==> src/rtl/alu_result_stage.sv <==
// ---------------------------------------------------------------------------
// alu_result_stage
// Registered result stage that sits directly after the 32-bit ALU. It
// captures the ALU result, its flags and the issuing control code into a
// small FIFO under a valid/ready handshake. This decouples the combinational
// ALU from the writeback consumer. Flags that mean nothing for the op are
// masked to 0 before they are stored.
//
// The block also keeps two status registers:
//   - a sticky overflow bit, set by any accepted entry whose stored overflow
//     is 1;
//   - a modulo counter of accepted entries.
//
// Ports
//   clk, rst            rising-edge clock, synchronous active-high reset
//   in_valid/in_ready   upstream handshake; in_ready depends only on the
//                       registered occupancy
//   alu_result, alu_zero, alu_cout, alu_overflow, alu_control
//                       ALU outputs and the op code that produced them
//   out_valid/out_ready downstream handshake for the head entry
//   out_result, out_zero, out_cout, out_overflow, out_op
//                       fields of the head entry, all registered
//   clr_sticky          clears sticky_ovf; a set in the same cycle wins
//   sticky_ovf          sticky masked-overflow status
//   op_count            accepted entries, modulo 2^CNT_W
// ---------------------------------------------------------------------------
module alu_result_stage #(
  parameter int DEPTH = 2,
  parameter int CNT_W = 16
) (
  input  logic             clk,
  input  logic             rst,
  input  logic             in_valid,
  output logic             in_ready,
  input  logic [31:0]      alu_result,
  input  logic             alu_zero,
  input  logic             alu_cout,
  input  logic             alu_overflow,
  input  logic [3:0]       alu_control,
  output logic             out_valid,
  input  logic             out_ready,
  output logic [31:0]      out_result,
  output logic             out_zero,
  output logic             out_cout,
  output logic             out_overflow,
  output logic [3:0]       out_op,
  input  logic             clr_sticky,
  output logic             sticky_ovf,
  output logic [CNT_W-1:0] op_count
);

  localparam int PW = $clog2(DEPTH);
  localparam int CW = $clog2(DEPTH) + 1;
  localparam logic [CW-1:0] DEPTH_C = CW'(DEPTH);

  localparam logic [3:0] OP_ADD = 4'b0010;
  localparam logic [3:0] OP_SUB = 4'b0110;
  localparam logic [3:0] OP_SLT = 4'b0111;

  typedef struct packed {
    logic [31:0] result;
    logic        zero;
    logic        cout;
    logic        ovf;
    logic [3:0]  op;
  } entry_t;

  entry_t          mem [DEPTH];
  entry_t          in_entry;
  entry_t          head_q;
  entry_t          head_next;
  logic [PW-1:0]   wr_ptr;
  logic [PW-1:0]   rd_ptr;
  logic [PW-1:0]   rd_next;
  logic [CW-1:0]   count;
  logic [CW-1:0]   count_next;
  logic            push;
  logic            pop;

  assign in_ready  = (count < DEPTH_C);
  assign out_valid = (count != '0);
  assign push      = in_valid & in_ready;
  assign pop       = out_valid & out_ready;

  // Overflow is only meaningful for add/sub.
  // Carry is also meaningful for slt, which is computed with a subtract.
  always_comb begin
    in_entry.result = alu_result;
    in_entry.zero   = alu_zero;
    in_entry.op     = alu_control;
    in_entry.ovf    = alu_overflow &
                      ((alu_control == OP_ADD) || (alu_control == OP_SUB));
    in_entry.cout   = alu_cout &
                      ((alu_control == OP_ADD) || (alu_control == OP_SUB) ||
                       (alu_control == OP_SLT));
  end

  // The head register always presents the entry that will be at the front
  // after this edge. The incoming entry becomes the head only when it will
  // be the sole occupant. Otherwise the head is read from storage; that slot
  // is never the one being written this cycle. When the FIFO drains, the
  // head register simply holds the last popped entry.
  always_comb begin
    count_next = count;
    case ({push, pop})
      2'b10:   count_next = count + CW'(1);
      2'b01:   count_next = count - CW'(1);
      default: count_next = count;
    endcase
    rd_next   = pop ? rd_ptr + PW'(1) : rd_ptr;
    head_next = head_q;
    if (count_next != '0) begin
      if (push && (count_next == CW'(1))) begin
        head_next = in_entry;
      end else begin
        head_next = mem[rd_next];
      end
    end
  end

  // Storage carries no reset. Reads only ever target slots below the
  // registered occupancy.
  always_ff @(posedge clk) begin
    if (push) begin
      mem[wr_ptr] <= in_entry;
    end
  end

  always_ff @(posedge clk) begin
    if (rst) begin
      wr_ptr     <= '0;
      rd_ptr     <= '0;
      count      <= '0;
      head_q     <= '0;
      sticky_ovf <= 1'b0;
      op_count   <= '0;
    end else begin
      if (push) begin
        wr_ptr <= wr_ptr + PW'(1);
      end
      rd_ptr     <= rd_next;
      count      <= count_next;
      head_q     <= head_next;
      sticky_ovf <= (sticky_ovf & ~clr_sticky) | (push & in_entry.ovf);
      op_count   <= op_count + CNT_W'(push);
    end
  end

  assign out_result   = head_q.result;
  assign out_zero     = head_q.zero;
  assign out_cout     = head_q.cout;
  assign out_overflow = head_q.ovf;
  assign out_op       = head_q.op;

endmodule

==> config.mk <==
export PLATFORM = sky130hd
export DESIGN_NAME = alu_result_stage
export DESIGN_NICKNAME = d
export VERILOG_FILES = /design/src/rtl/alu_result_stage.sv
export SDC_FILE = /design/constraint.sdc
export NUM_CORES = 1
export LEC_CHECK = 0
export ABC_AREA = 0
export BUFFER_PORTS_ARGS = -buffer_cell sky130_fd_sc_hd__buf_2
export CAP_MARGIN = 0
export CORE_UTILIZATION = 55
export CTS_CLUSTER_SIZE = 40
export DETAILED_ROUTE_END_ITERATION = 10
export PLACE_DENSITY = 0.79
export SETUP_SLACK_MARGIN = 0.15
export SLEW_MARGIN = 20
export SYNTH_ARGS = -nofsm -noshare
export SYNTH_HDL_FRONTEND = slang
export SYNTH_SLANG_ARGS = --single-unit
==> constraint.sdc <==
create_clock -name clk -period 3.15 [get_ports clk]
set_input_delay 0.315 -clock clk [delete_from_list [all_inputs] [get_ports clk]]
set_output_delay 0.315 -clock clk [all_outputs]
set_load 0.1 [all_outputs]
Word level (Yosys, flattened, before mapping). Memory sizes are Yosys's and may differ from the RTL's. Index checks and enable logic that the tools add are counted.

Register bits after elaboration: 60. RAM bits: 78. Output and inout bits: 58. Word-level logic and storage cells: 41. Memories kept: 1.

Memory list: mem (depth 2, width 39, read ports 1, clocked after Yosys merged registers in 0, write ports 1, line 68) `entry_t mem [DEPTH];`.

Add/subtract/negate cells: 5. Magnitude comparators: 1. Eq/ne operators: 6. Mux-type cells: 5. Bitwise operators: 8. Reduce and logical (&&, ||, !) cells: 5.

Operators with widths (count): $mux 39 (1); $add 16x1->16 (1); $eq 4x3->1 const B (2); $and 1x1->1 (6); $eq 2x1->1 const B (2); $eq 4x2->1 const B (1); $pmux 2 s2 (1); $reduce_bool 2->1 (2); $mux 1 (3); $add 1x1->1 const B (2); $add 2x1->2 const B (1); $eq 2x2->1 const B (1); $logic_or 1x1->1 (2); $lt 2x2->1 const B (1); $sub 2x1->2 const B (1); $logic_and 1x1->1 (1); $not 1->1 (1); $or 1x1->1 (1).

Logic depth before layout (Yosys ltp). Gate-level depths: netlist (run 1).

Depth in word-level cells: 7. Mapped depth: 10. Gate-level depth less buffers: 7.

Worst setup path after synthesis (run 1). No wires, ideal clock.

Path type: reg2reg. Start point: register count[1]. End point: memory mem[0][0] in the netlist's numbering, enable pin. Setup time: 0.436 ns. Arrival time: 2.324 ns. Data required time: 2.714 ns. Slack: 0.390 ns. Stages on the path, launching flop included: 5. Clock period less this slack: 2.760 ns. Cell sequence: dfxtp_1 > nor2b_1 > buf_2 > inv_1 > nor2_1.

Word-level cells in the longest chain between the ends: 4.

RTL lines: start, declared (line 75) `logic [CW-1:0] count;`; start signal, assigned (line 142) `count <= count_next;`; $lt 2x2->1 (line 80) `assign in_ready = (count < DEPTH_C);`; $and 1x1->1 (line 82) `assign push = in_valid & in_ready;`; $mux 1 (line 124) `if (push) begin`; $mux 1 (implied by the code) (line 125) `mem[wr_ptr] <= in_entry;`; end, declared (line 68).

No other way between the ends.

Final worst setup path (run 1).
Start point: register count[1]. End point: register head_q, in the netlist out_result[2].

Word-level cells in the longest chain between the ends: 7. Elaborated cells on any way between the ends: 15. Classes of those cells: add/sub: 2; order compare: 1; eq/ne: 3; mux: 3; bitwise: 2; reduce/logical: 3; memory: 1.

RTL lines: $lt 2x2->1 / $reduce_bool 2->1 (equally long branches) (line 80, 81); $and 1x1->1, on equally long branches (line 82, 83); $eq 2x1->1 / $eq 2x2->1 (equally long branches) (line 105) `case ({push, pop})`; $pmux 2 s2 (line 105); $eq 2x1->1 (line 113) `if (push && (count_next == CW'(1))) begin`; $logic_and 1x1->1 (line 113); $mux 39 (line 113); end signal, assigned (line 143) `head_q <= head_next;`; end, declared (line 70) `entry_t head_q;`.

Several ways; a longest one is shown, not always the timed one. A chain may end at the register's enable or synchronous reset.

==> results by group, run 1 <==
Status
  – Outcome: finished clean

Setup path
  – CP Class: reg -> reg
  – CP Launch Type: flop
  – Crit. End Element: flop
  – R2r startpoint: count[1]
  – Reg2reg path depth: 8
  – Critical Path Max Stage Delay: 0.49 ns
  – Worst Path Required: roughly 3.5 ns
  – Crit path max-delay family: simple AND/OR/NAND/NOR gates
  – Reg2reg setup slack: 0.48 ns
  – Crit Path Max Fanout: 28
  – Slowest stage cell, crit path: o21ai_4
  – WP buf/inv: 2
  – Crit. Startpoint: count[1]
  – Reg-to-Reg End: out_result[2]
  – Critical Path AT: 3.03 ns
  – Crit-path cells: nor2b_1 -> inv_1 -> ha_1 -> and2_1 -> o21ai_4 -> and2_2 -> buf_4 -> a211oi_1

Clock tree
  – CTS max path bufs: 2
  – Worst-Skew Late Latency: about 0.52 ns
  – Total CTS buffers: 17
  – Clock slew at reported path FFs: 0.06 ns
  – CTS tree: built
  – Hold_buf cts: 28
  – Setup Buffers After CTS: 0
  – Htree depth: 4
  – Clk sink count: 138
  – Post-cts resize count: 0
  – Root Buffer: clkbuf_8

Floorplan
  – Die Wd: 100 um
  – Core area: 9280 um2
  – # rows: 35
  – Effective utilization at floorplan: 57.2%
  – IO Count: 102
  – Die Y-Extent: 100 um
  – Full die area: slightly above 10000 um2

Yosys
  – Avg Synthesized Cell Area: 14.0 um2
  – Synth warn: 0
  – Post-synth cell types: 40
  – Synth Area in XOR/XNOR: under 10%
  – Post-synth net total: 426
  – Adder-Cell Fraction of Synth Area: 0.707%
  – Cell Area, Synth: 5310 um2
  – Synth Instances: roughly 380
  – Sequential cell area fraction in the yosys report: ~67%
  – Main flop type after synthesis: edfxtp_1
  – Async set-or-reset flop fraction in the synthesized netlist: 0%
  – Post-synth EDFFs: 78
  – Synth Area in Simple Gates: under 10%
  – Post-synthesis mux area share: 7.35%
  – Seq cells post-synth: 138
  – Compound-cell area share of the yosys netlist: 12.9%
  – Largest family of logic cells by synthesized area: compound AO/OA/AOI/OAI gates

Timing
  – Setup violations, final: 0
  – Post-Route Setup TNS: 0 ns
  – Final Max Slew Viols: 0
  – Worst slew pin tran: 0.861 ns
  – Minimum clock period: 2.67 ns
  – Rel. slew slack: a little over two fifths
  – Final hold vios: 0
  – Period utilization: 84.7%
  – RSZ-0062 raised after global routing: false
  – Post-route clock skew: between 0.01 and 0.015 ns
  – Fmax: around 0.37 GHz

Hold path
  – Hold Path Sink: mem[1][3]
  – Hold path startpoint: alu_control[3]
  – Hold Path Stages: 1
  – Hold Path Class: in -> reg

Drt
  – Wire per inst: 17.4 um
  – Drt first pass iters: 4
  – Post-route ant nets: 0
  – Routed vias/inst: 5.64
  – DRT iter0 DRCs: 154
  – Drt drc: 0
  – Final wirelength: approximately 11000 um
  – Detailed-route via count: 3698

Global routing
  – Initial antenna violation count: 0
  – First-pass GRT wire length: 17500 um
  – Largest net degree at the start of global routing: 36
  – GRT overflow: 0
  – Vias in the first global route: 3528
  – GRT Total Usage: between 20% and 30%

Final layout
  – Share of layout cells above drive strength 1: 30.6%
  – Final net count: 561
  – P&R area growth vs syn: 28.9%
  – Most frequent cells in the layout: buf_2, edfxtp_1, dfxtp_1
  – Most common cell after layout, fill and taps aside: buf_2
  – ANT cells: 0
  – # fillers: 625

Job
  – Max-cap violation count: 0

Place
  – Post-DP HPWL: 6700 um
  – I/O Buffers: 101
  – Routability Congestion: 0.778
stage by stage:
| stage | cell area (um2) | hold WS, ns | cells | util (%) | setup WS (ns) |
|---|---|---|---|---|---|
| floorplan | 5310 | 0.414 | 379 | - | 0.390 |
| global placement | 5950 | 0.458 | 594 | 64.0 | 0.610 |
| detailed placement | 5950 | 0.483 | 594 | 64.0 | 0.499 |
| CTS | 6820 | 0.000812 | 654 | 73.5 | 0.514 |
| global route | 6840 | 0.00307 | 656 | 73.7 | 0.314 |
| finish | 6840 | 0.0166 | 656 | 73.7 | 0.481 |
cell usage after synthesis (all sizes together), types with 6 or more instances:
cell type	number	area share, %
edfxtp	78	44
dfxtp	60	23
a211oi	39	6.5
mux2i	39	7.4
o22ai	38	4.5
buf	16	2.1
nor2	15	1.1
xnor2	11	2.2
clkbuf	10	0.71
a21oi	6	0.57
nand3	6	0.57
nor2b	6	0.71
o21ai	6	0.64
layout make-up:
cell class / count / area, um2 / area share [%]
Clock buffer: 21 / 449 / 6.56
Clock inverter: 11 / 148 / 2.16
Inverter: 5 / 18.8 / 0.274
Multi-Input combinational cell: 210 / 1620 / 23.7
Sequential cell: 138 / 3540 / 51.8
Tap cell: 129 / 161 / 2.36
Timing Repair Buffer: 142 / 901 / 13.2
cell families after synthesis:
kind of cell    after synthesis
compound gates               93
xor+xnor                     13
fa+ha+maj                     3
buf+inv                      31
flops                       138
mux                          39
simple gates                 62
state kept, by name, summed over array words and instances, names as in the netlist:
| signal | count |
|---|---|
| out_cout | 1 |
| mem | 78 |
| out_zero | 1 |
| wr_ptr | 1 |
| sticky_ovf | 1 |
| out_result | 32 |
| op_count | 16 |
| out_op | 4 |
| count | 2 |
| rd_ptr | 1 |
| out_overflow | 1 |
per-layer routing:
| metal | routed length, um | GRT usage, % | vias up |
|---|---|---|---|
| li1 | - | - | 1740 |
| met1 | 5240 | 31.5 | 1817 |
| met2 | 5500 | 36.5 | 125 |
| met3 | 503 | 5.64 | 16 |
| met4 | 148 | 9.81 | 0 |
| met5 | 0 | 0 | - |
worst max path at each step:
stage                                end  slack, ns  cells after the start
after global routing       out_result[2]       0.31                      8
after detailed placement    out_overflow       0.50                      9
final                      out_result[2]       0.48                      8
after floorplan                mem[0][0]       0.39                      4
after CTS                  out_result[2]       0.51                      8
after global placement    out_result[14]       0.61                      9
Power of run 1 is not shown: default switching activity piles up to over one toggle a cycle in this logic, so the estimate is an artifact.
==> run 2, diff against run 1 <==
clock period = 2.6 ns   (was 3.15 ns; I/O delays follow)
==> results by group, run 2 (synthesis results as in run 1) <==
Status
  – Outcome: finished clean

Setup path
  – Crit path max-delay family: simple AND/OR/NAND/NOR gates
  – WP buf/inv: 2
  – R2r startpoint: count[1]
  – Reg2reg setup slack: 0.32 ns
  – Crit. Startpoint: count[1]
  – Worst Path Required: about 3.0 ns
  – CP Launch Type: flop
  – Crit Path Max Fanout: 27
  – Critical Path AT: ~2.7 ns
  – Crit. End Element: flop
  – Reg-to-Reg End: out_result[31]
  – WP depth: 8
  – Reg2reg path depth: 8
  – CP endpoint: out_result[31]
  – Crit-path cells: nor2b_1 -> inv_1 -> ha_2 -> and4bb_1 -> nor3_4 -> buf_8 -> o22ai_1 -> a211oi_1
  – Critical Path Max Stage Delay: 0.40 ns
  – Slowest stage cell, crit path: ha_2
  – CP Class: reg -> reg

Place
  – Post-DP HPWL: 6790 um
  – I/O Buffers: 101
  – Routability Congestion: between 0.7 and 0.8

Floorplan
  – Die Wd: 100 um
  – Full die area: 10100 um2
  – Effective utilization at floorplan: 57.2%
  – # rows: 35
  – IO Count: 102
  – Core area: 9280 um2
  – Die Y-Extent: 100 um

Timing
  – RSZ-0062 raised after global routing: true
  – Worst slew pin tran: 0.610 ns
  – Final Max Slew Viols: 0
  – Final hold vios: 0
  – Setup violations, final: 0
  – Rel. slew slack: between 50% and 60%
  – Fmax: 0.438 GHz
  – Fin Hold WS: about 0.064 ns
  – Post-Route Setup TNS: 0 ns
  – Post-route clock skew: 0.00724 ns
  – Period utilization: 87.9%
  – Minimum clock period: 2.28 ns

Drt
  – Drt first pass iters: 4
  – Drt drc: 0
  – Wire per inst: 17.4 um
  – Post-route ant nets: 0
  – Routed vias/inst: around 5.6
  – Final wirelength: 11600 um
  – DRT iter0 DRCs: approximately 150
  – Detailed-route via count: roughly 3.7k

Clock tree
  – Htree depth: 4
  – Root Buffer: clkbuf_8
  – CTS tree: built
  – Clk sink count: around 140
  – Clock slew at reported path FFs: around 0.06 ns
  – CTS max path bufs: 2
  – Worst-Skew Late Latency: 0.50 ns
  – Total CTS buffers: 17

Global routing
  – Initial antenna violation count: 0
  – Vias in the first global route: 3730
  – GRT Total Usage: between 20% and 30%
  – Largest net degree at the start of global routing: 35
  – First-pass GRT wire length: 18000 um
  – GRT overflow: 0

Job
  – Max-cap violation count: 0

Final layout
  – Final net count: 570
  – ANT cells: 0
  – Max FFs per register: 78
  – Most common cell after layout, fill and taps aside: buf_2
  – Most frequent cells in the layout: buf_2, edfxtp_1, dfxtp_1
  – P&R area growth vs syn: 31.6%
  – Share of layout cells above drive strength 1: between 30% and 40%
  – Largest reg by FF count: mem

Hold path
  – Hold Path Class: in -> reg
  – Hold path startpoint: clr_sticky
==> run 2: cell count changes in the layout (fill, tap and decap cells not counted), sizes merged <==
cell         delta
buf             +2
clkbuf          -4
inv             +4
dlygate4sd3     +7
clkinvlp        -1
clkinv          +1
==> run 2: through the flow <==
| step | setup slack, ns | utilization, % | instances | instance area (um2) |
|---|---|---|---|---|
| 3_3_place_gp | 0.363 | 64.5 | 596 | 5990 |
| 2_1_floorplan | 0.283 | - | 379 | 5310 |
| 5_1_grt | 0.135 | 75.3 | 665 | 6990 |
| 3_5_place_dp | 0.256 | 64.5 | 596 | 5990 |
| 6_report | 0.316 | 75.3 | 665 | 6990 |
| 4_1_cts | 0.231 | 75.0 | 665 | 6960 |
==> run 2: worst min-delay path by stage <==
stage	to	slack, ns	cells past startpoint
2_1_floorplan	mem[0][0]	0.36	0
3_3_place_gp	op_count[15]	0.46	2
3_5_place_dp	op_count[15]	0.47	2
4_1_cts	sticky_ovf	0.04	4
5_1_grt	sticky_ovf	0.10	4
6_report	sticky_ovf	0.06	4
==> run 2: layer usage <==
metal / global-route usage [%] / part of all wire (%) / vias to the layer above
met3: 6.75 / 5.8 / 15
met4: 8.03 / 1.2 / 0
li1: - / - / 1761
met5: 0 / 0 / -
met1: 29.0 / 42 / 1806
met2: 40.6 / 51 / 130
==> run 2: repair_timing <==
item,CTS,global route
hold endpoints to repair,74,0
resized for setup,0,7
buffers inserted,0,0
setup endpoints to repair,0,39
hold buffers,37,0
==> run 2: final cells by class <==
| class | count | area (um2) |
|---|---|---|
| sequential | 138 | 3540 |
| fill | 608 | 2290 |
| multi-input combinational | 210 | 1630 |
| timing repair buffer | 151 | 1030 |
| clock buffer | 17 | 414 |
| clock inverter | 15 | 190 |
| tap | 129 | 161 |
| inverter | 5 | 18.8 |
==> run 2: worst min-delay path, delay by kind of cell <==
kind | cells | cell delay, ns
simple gates | 2 | 0.08
buf+inv | 1 | 0.08
compound gates | 1 | 0.10
Power of run 2 is left out for the same reason.
